==> config.mk <==
export PLATFORM = sky130hd
export DESIGN_NAME = toggle_stim_gen
export DESIGN_NICKNAME = d
export VERILOG_FILES = /design/src/rtl/toggle_stim_pkg.sv /design/src/rtl/toggle_stim_chan.sv /design/src/rtl/toggle_stim_gen.sv
export SDC_FILE = /design/constraint.sdc
export NUM_CORES = 1
export LEC_CHECK = 0
export BUFFER_PORTS_ARGS = -buffer_cell sky130_fd_sc_hd__buf_2
export CORE_UTILIZATION = 53
export DETAILED_ROUTE_END_ITERATION = 6
export GPL_TIMING_DRIVEN = 0
export PLACE_DENSITY = 0.76
export SETUP_SLACK_MARGIN = 0.4
export SLEW_MARGIN = 20
export SYNTH_ARGS = -nofsm -noshare
export SYNTH_HDL_FRONTEND = slang
export SYNTH_HIERARCHICAL = 1
export SYNTH_SLANG_ARGS = --single-unit
export TNS_END_PERCENT = 100
==> constraint.sdc <==
create_clock -name clk -period 7.36 [get_ports clk]
set_input_delay 0.368 -clock clk [delete_from_list [all_inputs] [get_ports clk]]
set_output_delay 0.368 -clock clk [all_outputs]
set_load 0.005 [all_outputs]
==> src/rtl/toggle_stim_pkg.sv <==
// Shared types and default sizing for the toggle stimulus generator.
package toggle_stim_pkg;

  localparam int NCH_D   = 3;
  localparam int CNT_W_D = 8;
  localparam int RUN_W_D = 16;

  typedef enum logic [1:0] {
    S_IDLE = 2'd0,
    S_RUN  = 2'd1,
    S_DONE = 2'd2
  } state_t;

endpackage

==> src/rtl/toggle_stim_chan.sv <==
// One square-wave channel. It captures its half-period and start level on
// load, then advances only while run is high. A half-period of zero
// disables toggling, so the channel holds its start level.
module toggle_stim_chan #(
  parameter int CNT_W = 8
) (
  input  logic             clk,
  input  logic             reset_n,
  input  logic             load,
  input  logic             run,
  input  logic [CNT_W-1:0] half_period,
  input  logic             init_val,
  output logic             out
);

  logic [CNT_W-1:0] h_q;
  logic [CNT_W-1:0] cnt;

  // Load the period and level at start; count down and toggle while running.
  always_ff @(posedge clk) begin
    if (!reset_n) begin
      h_q <= '0;
      cnt <= '0;
      out <= 1'b0;
    end else if (load) begin
      h_q <= half_period;
      out <= init_val;
      cnt <= (half_period == '0) ? '0 : half_period - CNT_W'(1);
    end else if (run && (h_q != '0)) begin
      if (cnt == '0) begin
        out <= ~out;
        cnt <= h_q - CNT_W'(1);
      end else begin
        cnt <= cnt - CNT_W'(1);
      end
    end
  end

endmodule

==> src/rtl/toggle_stim_gen.sv <==
// N-channel periodic toggle stimulus generator with a bounded run length.
// The FSM sequences IDLE -> RUN -> DONE -> IDLE. Each channel keeps its own
// copy of the half-period, so input changes during a run have no effect.
module toggle_stim_gen
  import toggle_stim_pkg::*;
#(
  parameter int NCH   = NCH_D,
  parameter int CNT_W = CNT_W_D,
  parameter int RUN_W = RUN_W_D
) (
  input  logic               clk,
  input  logic               reset_n,
  input  logic               start,
  input  logic               stop,
  input  logic [NCH*CNT_W-1:0] half_period,
  input  logic [NCH-1:0]     init_val,
  input  logic [RUN_W-1:0]   run_len,
  output logic [NCH-1:0]     stim_out,
  output logic               busy,
  output logic               done
);

  state_t           state;
  logic [RUN_W-1:0] run_cnt;
  logic             free_run;
  logic             chan_load;
  logic             chan_run;

  // Start is accepted only in IDLE, and a simultaneous stop cancels it.
  assign chan_load = (state == S_IDLE) && start && !stop;
  // Channels freeze on the abort edge so stim_out keeps its last value.
  assign chan_run  = (state == S_RUN) && !stop;

  // Control FSM with a run-length counter; busy/done are registered with the state.
  always_ff @(posedge clk) begin
    if (!reset_n) begin
      state    <= S_IDLE;
      run_cnt  <= '0;
      free_run <= 1'b0;
      busy     <= 1'b0;
      done     <= 1'b0;
    end else begin
      case (state)
        S_IDLE: begin
          done <= 1'b0;
          if (chan_load) begin
            state    <= S_RUN;
            busy     <= 1'b1;
            free_run <= (run_len == '0);
            run_cnt  <= (run_len == '0) ? '0 : run_len - RUN_W'(1);
          end
        end
        S_RUN: begin
          if (stop) begin
            state <= S_IDLE;
            busy  <= 1'b0;
          end else if (!free_run) begin
            if (run_cnt == '0) begin
              state <= S_DONE;
              busy  <= 1'b0;
              done  <= 1'b1;
            end else begin
              run_cnt <= run_cnt - RUN_W'(1);
            end
          end
        end
        S_DONE: begin
          state <= S_IDLE;
          done  <= 1'b0;
          busy  <= 1'b0;
        end
        default: begin
          state <= S_IDLE;
          busy  <= 1'b0;
          done  <= 1'b0;
        end
      endcase
    end
  end

  // One channel instance per output bit.
  for (genvar i = 0; i < NCH; i++) begin : g_chan
    toggle_stim_chan #(.CNT_W(CNT_W)) u_chan (
      .clk         (clk),
      .reset_n     (reset_n),
      .load        (chan_load),
      .run         (chan_run),
      .half_period (half_period[i*CNT_W +: CNT_W]),
      .init_val    (init_val[i]),
      .out         (stim_out[i])
    );
  end

endmodule

## Word level (Yosys, flattened, before mapping)

Cells that the tools add are included.
Widths: inputs -> output; s select.

| operators by class | value |
|---|---|
| mux-type cells | 37 |
| add/subtract/negate cells | 11 |
| reduce and logical (&&, ||, !) cells | 34 |
| equal/unequal tests | 7 |
| bitwise gates (word level) | 5 |

Operators by type and width:

| kind | count |
|---|---|
| $mux 8 | 12 |
| $mux 16 | 5 |
| $sub 8x1->8 const B | 9 |
| $logic_not 8->1 | 6 |
| $logic_not 16->1 | 2 |
| $pmux 16 s2 | 1 |
| $sub 16x1->16 const B | 2 |
| $reduce_bool 8->1 | 3 |
| $reduce_bool 2->1 | 7 |
| $mux 1 | 13 |
| $reduce_and 2->1 | 5 |
| $mux 2 | 4 |
| $ne 2x2->1 const B | 4 |
| $logic_and 1x1->1 | 6 |
| $reduce_and 3->1 | 2 |
| $not 1->1 | 5 |
| $reduce_and 5->1 | 1 |
| $pmux 2 s2 | 1 |
| $ne 3x2->1 const B | 1 |
| $ne 3x3->1 const B | 1 |
| $eq 2x1->1 const B | 1 |
| $logic_not 2->1 | 1 |
| $pmux 1 s2 | 1 |
| $logic_not 1->1 | 1 |

| word-level totals | value |
|---|---|
| output and inout port bits | 5 |
| register bits after elaboration | 72 |

## Logic depth before layout (Yosys ltp)

| logic depth | value |
|---|---|
| depth in word-level cells | 5 |
| gate-level depth with buffers | 9 |
| gate-level depth less buffers | 8 |

## By module

The synthesis kept the hierarchy.

By module, submodules not included:

| module | cells each | area each (um^2) | sequential area each (um^2) | times used |
|---|---|---|---|---|
| toggle_stim_chan | 143 | 1227.4 | 340.3 | 3 |
| toggle_stim_gen | 199 | 1537.7 | 420.4 | 1 |

## Least setup slack after synthesis

Ideal clock, no wire load.

| path | value |
|---|---|
| path type | flip-flop to flip-flop |
| from | reg g_chan[0].u_chan.cnt[5] |
| to | reg g_chan[0].u_chan.cnt[4] |
| buffers on the path | 1 |
| data required time | 7.281 ns |
| arrival | 2.280 ns |
| cell stages (with the launch flop) | 10 |
| path slack | 5.001 ns |
| cell sequence | dfxtp_1 clkbuf_1 nor4_2 and2_1 a21oi_1 ha_1 or4b_1 a311o_1 o2111a_1 a211oi_2 |

| on the way | value |
|---|---|
| cells in the longest elaborated chain, start to end | 4 |

Ends and longest elaborated chain:

| item | line | source |
|---|---|---|
| start, declared | toggle_stim_chan.sv:17 | `logic [CNT_W-1:0] cnt;` |
| start signal, assigned | toggle_stim_chan.sv:28 | `cnt <= (half_period == '0) ? '0 : half_period - CNT_W'(1);` |
| start signal, assigned | toggle_stim_chan.sv:32 | `cnt <= h_q - CNT_W'(1);` |
| start signal, assigned | toggle_stim_chan.sv:34 | `cnt <= cnt - CNT_W'(1);` |
| $logic_not 8->1 | toggle_stim_chan.sv:30 | `if (cnt == '0) begin` |
| $mux 8 | toggle_stim_chan.sv:30 |  |
| $mux 8 | toggle_stim_chan.sv:29 | `end else if (run && (h_q != '0)) begin` |
| $mux 8 | toggle_stim_chan.sv:25 | `end else if (load) begin` |

No other way between the ends. The select of a mux whose other input is x is not followed.
A chain may end at the register's enable or synchronous reset.

## Final worst setup path

| path | value |
|---|---|
| from | reg state[0] |
| to | reg g_chan[2].u_chan.cnt[6] |

| on the way | value |
|---|---|
| cells in the longest elaborated chain, start to end | 4 |
| elaborated cells between the ends (all ways) | 8 |
| those cells by class | 1 x eq/ne; 1 x mux; 6 x reduce/logical |

Ends and longest elaborated chain:

| item | line | source |
|---|---|---|
| start, declared | toggle_stim_gen.sv:23 | `state_t state;` |
| start signal, assigned | toggle_stim_gen.sv:37 | `state <= S_IDLE;` |
| start signal, assigned | toggle_stim_gen.sv:47 | `state <= S_RUN;` |
| start signal, assigned | toggle_stim_gen.sv:55 | `state <= S_IDLE;` |
| $logic_not 2->1 (*) | toggle_stim_gen.sv:30 | `assign chan_load = (state == S_IDLE) && start && !stop;` |
| $logic_and 1x1->1 (*) (2 in series) | toggle_stim_gen.sv:30 |  |
| named net chan_load | toggle_stim_gen.sv:26 | `logic chan_load;` |
| $mux 8 or $reduce_bool 2->1 (tied branches) | -- |  |
| end signal, assigned | toggle_stim_chan.sv:28 |  |
| end signal, assigned | toggle_stim_chan.sv:32 |  |
| end signal, assigned | toggle_stim_chan.sv:34 |  |
| end, declared | toggle_stim_chan.sv:17 |  |

The timed path passes the listed nets; every way through them passes the cells marked *.

==> impl.org <==
** Outcome
- Outcome :: complete, no violations

** STA
- After routing, the total negative slack on setup checks comes to 0 ns.
- Final hold violations :: 0
- Max_slew headroom :: 45.6%
- Peak Freq :: 0.337 GHz
- Number of pins exceeding their max-slew limit in the final report :: 0
- Setup violations remaining at the end of the flow were counted as 0.
- Min cycle time layout :: 2.97 ns
- On the final layout, the worst clock skew is 0.0110 ns.
- At the pin with the least slew margin, the transition time is 0.809 ns.
- The worst path uses 40.3% of the clock period.
- Unrepaired setup endpoints after global routing :: no

** Synth
- Total of warnings raised by yosys :: 6
- By count the netlist is led by sky130_fd_sc_hd__dfxtp_1 (72), sky130_fd_sc_hd__o21ai_0 (33), sky130_fd_sc_hd__nand2_1 (31), sky130_fd_sc_hd__nor3_1 (31).
- Fraction of the mapped netlist area in simple logic gates :: 26.0%
- Adder-cell share of the synthesized area :: 2.88%
- After synthesis the cells add up to 0.00522 mm2.
- The most used flip-flop cell after synthesis is sky130_fd_sc_hd__dfxtp_1.
- FFs w/ async S/R, synth :: 0%
- By area, the combinational part of the netlist is dominated by compound AO/OA/AOI/OAI gates.
- Mean cell area of the mapped netlist :: 8.31 um2
- Summed over its instances, the top area cell type makes up 27.6% of the synthesized netlist area.
- Proportion of synthesized chip area in sequential cells :: 27.6%
- In this run, synthesis produced a sequential element count of 72.
- The biggest area contributor in the post-synthesis netlist is sky130_fd_sc_hd__dfxtp_1.
- The most common cell in the synthesized netlist is sky130_fd_sc_hd__dfxtp_1.
- The number of nets handed over by synthesis was 687.
- In the synthesized netlist, mux cells make up 4.79% of the area.
- Xor and xnor area share after synthesis :: 3.69%
- The cell count after synthesis came out at 628.
- In the post-synthesis netlist, the biggest area contributors are sky130_fd_sc_hd__dfxtp_1 (28%), sky130_fd_sc_hd__mux2i_1 (4.8%), sky130_fd_sc_hd__o31ai_1 (3.9%).
- Summing the areas of all compound-gate instances in the mapped netlist gives 30.4% of the synthesized area.
- Number of synthesized flops with an enable pin :: 0
- Number of distinct library cells after synthesis :: 69

** Power and ir drop
- Switching portion of total power :: 34.8%
- Net switching power figure :: 0.396 mW
- Internal cell power :: 0.743 mW
- The clock network is responsible for 31.0% of the overall power.
- Sequential cells burn 40.1% of the power.
- Across the VDD grid, the largest voltage drop is 0.0980 mV.
- Total power for the finished layout comes to 1.14 mW.
- Static leakage power :: 2.15 nW
- In this run the power density over the cells is 195 mW/mm2.
- Combinational cells account for 28.9% of the total power.

** Die
- Number of rows in the core area :: 35
- Core footprint :: 0.00937 mm2
- The die is 101 um wide.
- I/O pins :: 52
- Chip height :: 101 um
- The initial utilization of the core area, before any placement, comes to 55.7%.
- The die covers 0.0102 mm2.

** Worst hold path
- The startpoint identified for the worst hold timing path is half_period[5].
- The path class of the tightest hold or removal check is primary input to register.

** Setup path
- The worst setup path is launched from a register.
- Crit path largest cell delay :: 0.62 ns
- The largest individual stage delay along the critical path comes from the cell sky130_fd_sc_hd__inv_1.
- The worst setup path is of the register to register kind.
- Arrival time worst endpoint :: 3.24 ns
- Maximum fanout count along the critical path :: 15
- Internal reg-to-reg setup slack :: 4.39 ns
- The critical path starts at state[0].
- For the worst setup path, the data required time is 7.64 ns.
- The worst setup path is captured at a register.
- FF-to-FF Start :: state[0]
- Worst-path cell chain :: nor2_1, nand3b_1, inv_1, buf_1, clkbuf_1, o21ai_0, a41oi_1

** Clock network
- Buffers inserted to repair hold after CTS numbered 0.
- The tree is rooted in a sky130_fd_sc_hd__clkbuf_8.
- TritonCTS built the clock tree.
- Total clock sinks :: 72
- In this run, CTS created clock tree buffers numbering 9.
- Number of buffers between clock root and the deepest sink :: 2
- After clock tree synthesis, the clock-pin slew on the worst setup and hold paths is 0.08 ns.
- Worst-Skew Late Latency :: 0.36 ns
- Buffer count from post-CTS setup fixing :: 0
- H-tree levels :: 3
- Resized Gates After CTS :: 0

** Flow run
- Reported max-cap violation count :: 0

** Drt
- Detailed Route Iter0 Violations :: 280
- Count of vias placed by the detailed router :: 5,535
- Overall routed net length :: 14,800 um
- For this run, design rule violations remaining after detail routing come to 0.
- The detail route stage leaves a number of antenna-violating nets equal to 0.
- Router iterations before antenna repair :: 6
- Dividing the detail-routed wire length by the instance count gives 17.9 um.
- Dividing the detail-routed via count by the number of cells gives 6.72.

** Global routing
- Antenna violations before repair :: 0
- Wire length of the first global-routing pass :: 24,200 um
- Global routing finished with a remaining overflow of 0.
- The number of global-route vias before repair came to 4,914.
- Entering global routing, the biggest net connects 26 pins.
- Global routing consumed, over all layers together, 29.5% of the routing resources.

** Place
- Detailed placement finished with a half-perimeter wire length of 10,600 um.
- Input and output buffers added on the ports amount to 51.
- In this run the cell area measured after placement is 0.00564 mm2.
- Final RePlAce weighted congestion :: 0.944

** Cells and area
- The net count of the finished layout is 749.
- Final design instance area without fill :: 0.00585 mm2
- Fraction of final layout cells sized beyond drive strength 1 :: 15.0%
- Post-synthesis to final-layout area growth :: 12.1%
- 0 antenna diodes ended up in the layout.
- Final design utilization :: 62.4%
==> per-stage QoR <==
step	setup WS, ns	cells	hold slack [ns]
floorplan	5.00	628	0.434
global placement	4.39	808	0.443
detailed placement	4.33	808	0.446
CTS	4.47	824	0.324
global route	4.21	824	0.346
finish	4.39	824	0.333
==> per-layer routing <==
layer | GRT usage [%] | wire [um]
met5 | 0 | 0
met4 | 10.4 | 294
met3 | 3.45 | 968
met2 | 47.5 | 6810
met1 | 40.8 | 6710
==> kinds of logic after synthesis <==
| family | Yosys count |
|---|---|
| AOI/OAI and AO/OA | 213 |
| muxes | 25 |
| adders and majority gates | 12 |
| and+or+nand+nor | 228 |
| DFF | 72 |
| buffers and inverters | 56 |
| xor gates and xnor gates | 22 |
==> worst max-delay path, delay by kind of cell, from the launching register on <==
kind,cells,cell delay (ns)
AOI/OAI and AO/OA,2,0.50
buffers and inverters,3,1.54
DFF,1,0.33
and+or+nand+nor,2,0.51
==> cell type report <==
class	instances	area (um2)
multi-input cells	500	3540
inverters	27	101
plain buffers	29	140
clock buffers	11	131
clock inverters	5	81.3
fillers	888	3520
flip-flops and latches	72	1440
repair buffers	51	255
well taps	129	161
==> worst paths after layout <==
check             depth (start not counted)                       to
hold reg to reg                           2                     done
hold / removal                            3  g_chan[0].u_chan/h_q[5]
setup reg to reg                          7  g_chan[2].u_chan/cnt[6]
setup / recovery                          7  g_chan[2].u_chan/cnt[6]
==> placed cells by master, fill, tap and decap left out, types with 8 or more instances in the layout <==
master,count
sky130_fd_sc_hd__nand2_1,31
sky130_fd_sc_hd__ha_1,12
sky130_fd_sc_hd__dfxtp_1,72
sky130_fd_sc_hd__a21boi_0,10
sky130_fd_sc_hd__mux2i_1,25
sky130_fd_sc_hd__clkbuf_1,20
sky130_fd_sc_hd__buf_2,52
sky130_fd_sc_hd__a21oi_1,27
sky130_fd_sc_hd__o311a_1,8
sky130_fd_sc_hd__or3_1,11
sky130_fd_sc_hd__nor2b_1,25
sky130_fd_sc_hd__nor2_1,30
sky130_fd_sc_hd__inv_1,26
sky130_fd_sc_hd__clkbuf_8,9
sky130_fd_sc_hd__or4_1,13
sky130_fd_sc_hd__o31ai_1,27
sky130_fd_sc_hd__a31oi_1,24
sky130_fd_sc_hd__nor3_1,31
sky130_fd_sc_hd__o21ai_0,33
sky130_fd_sc_hd__nand3_1,12
sky130_fd_sc_hd__xor2_1,19
sky130_fd_sc_hd__nor4_1,30
==> sequential cells by signal (all words and copies together), names as in the netlist <==
name               count
free_run               1
state                  2
done                   1
g_chan.u_chan/out      3
busy                   1
g_chan.u_chan/h_q     24
run_cnt               16
g_chan.u_chan/cnt     24
==> power groups by stage <==
stage                     Clock [mW]  Combinational (mW)  Sequential [mW]
after CTS                      0.356               0.322            0.455
after floorplan                    0               0.233            0.453
after global routing           0.375               0.361            0.461
final                          0.353               0.329            0.457
after global placement             0               0.314            0.462
after detailed placement           0               0.320            0.464
Note: power is estimated with default switching activity, not from simulation.
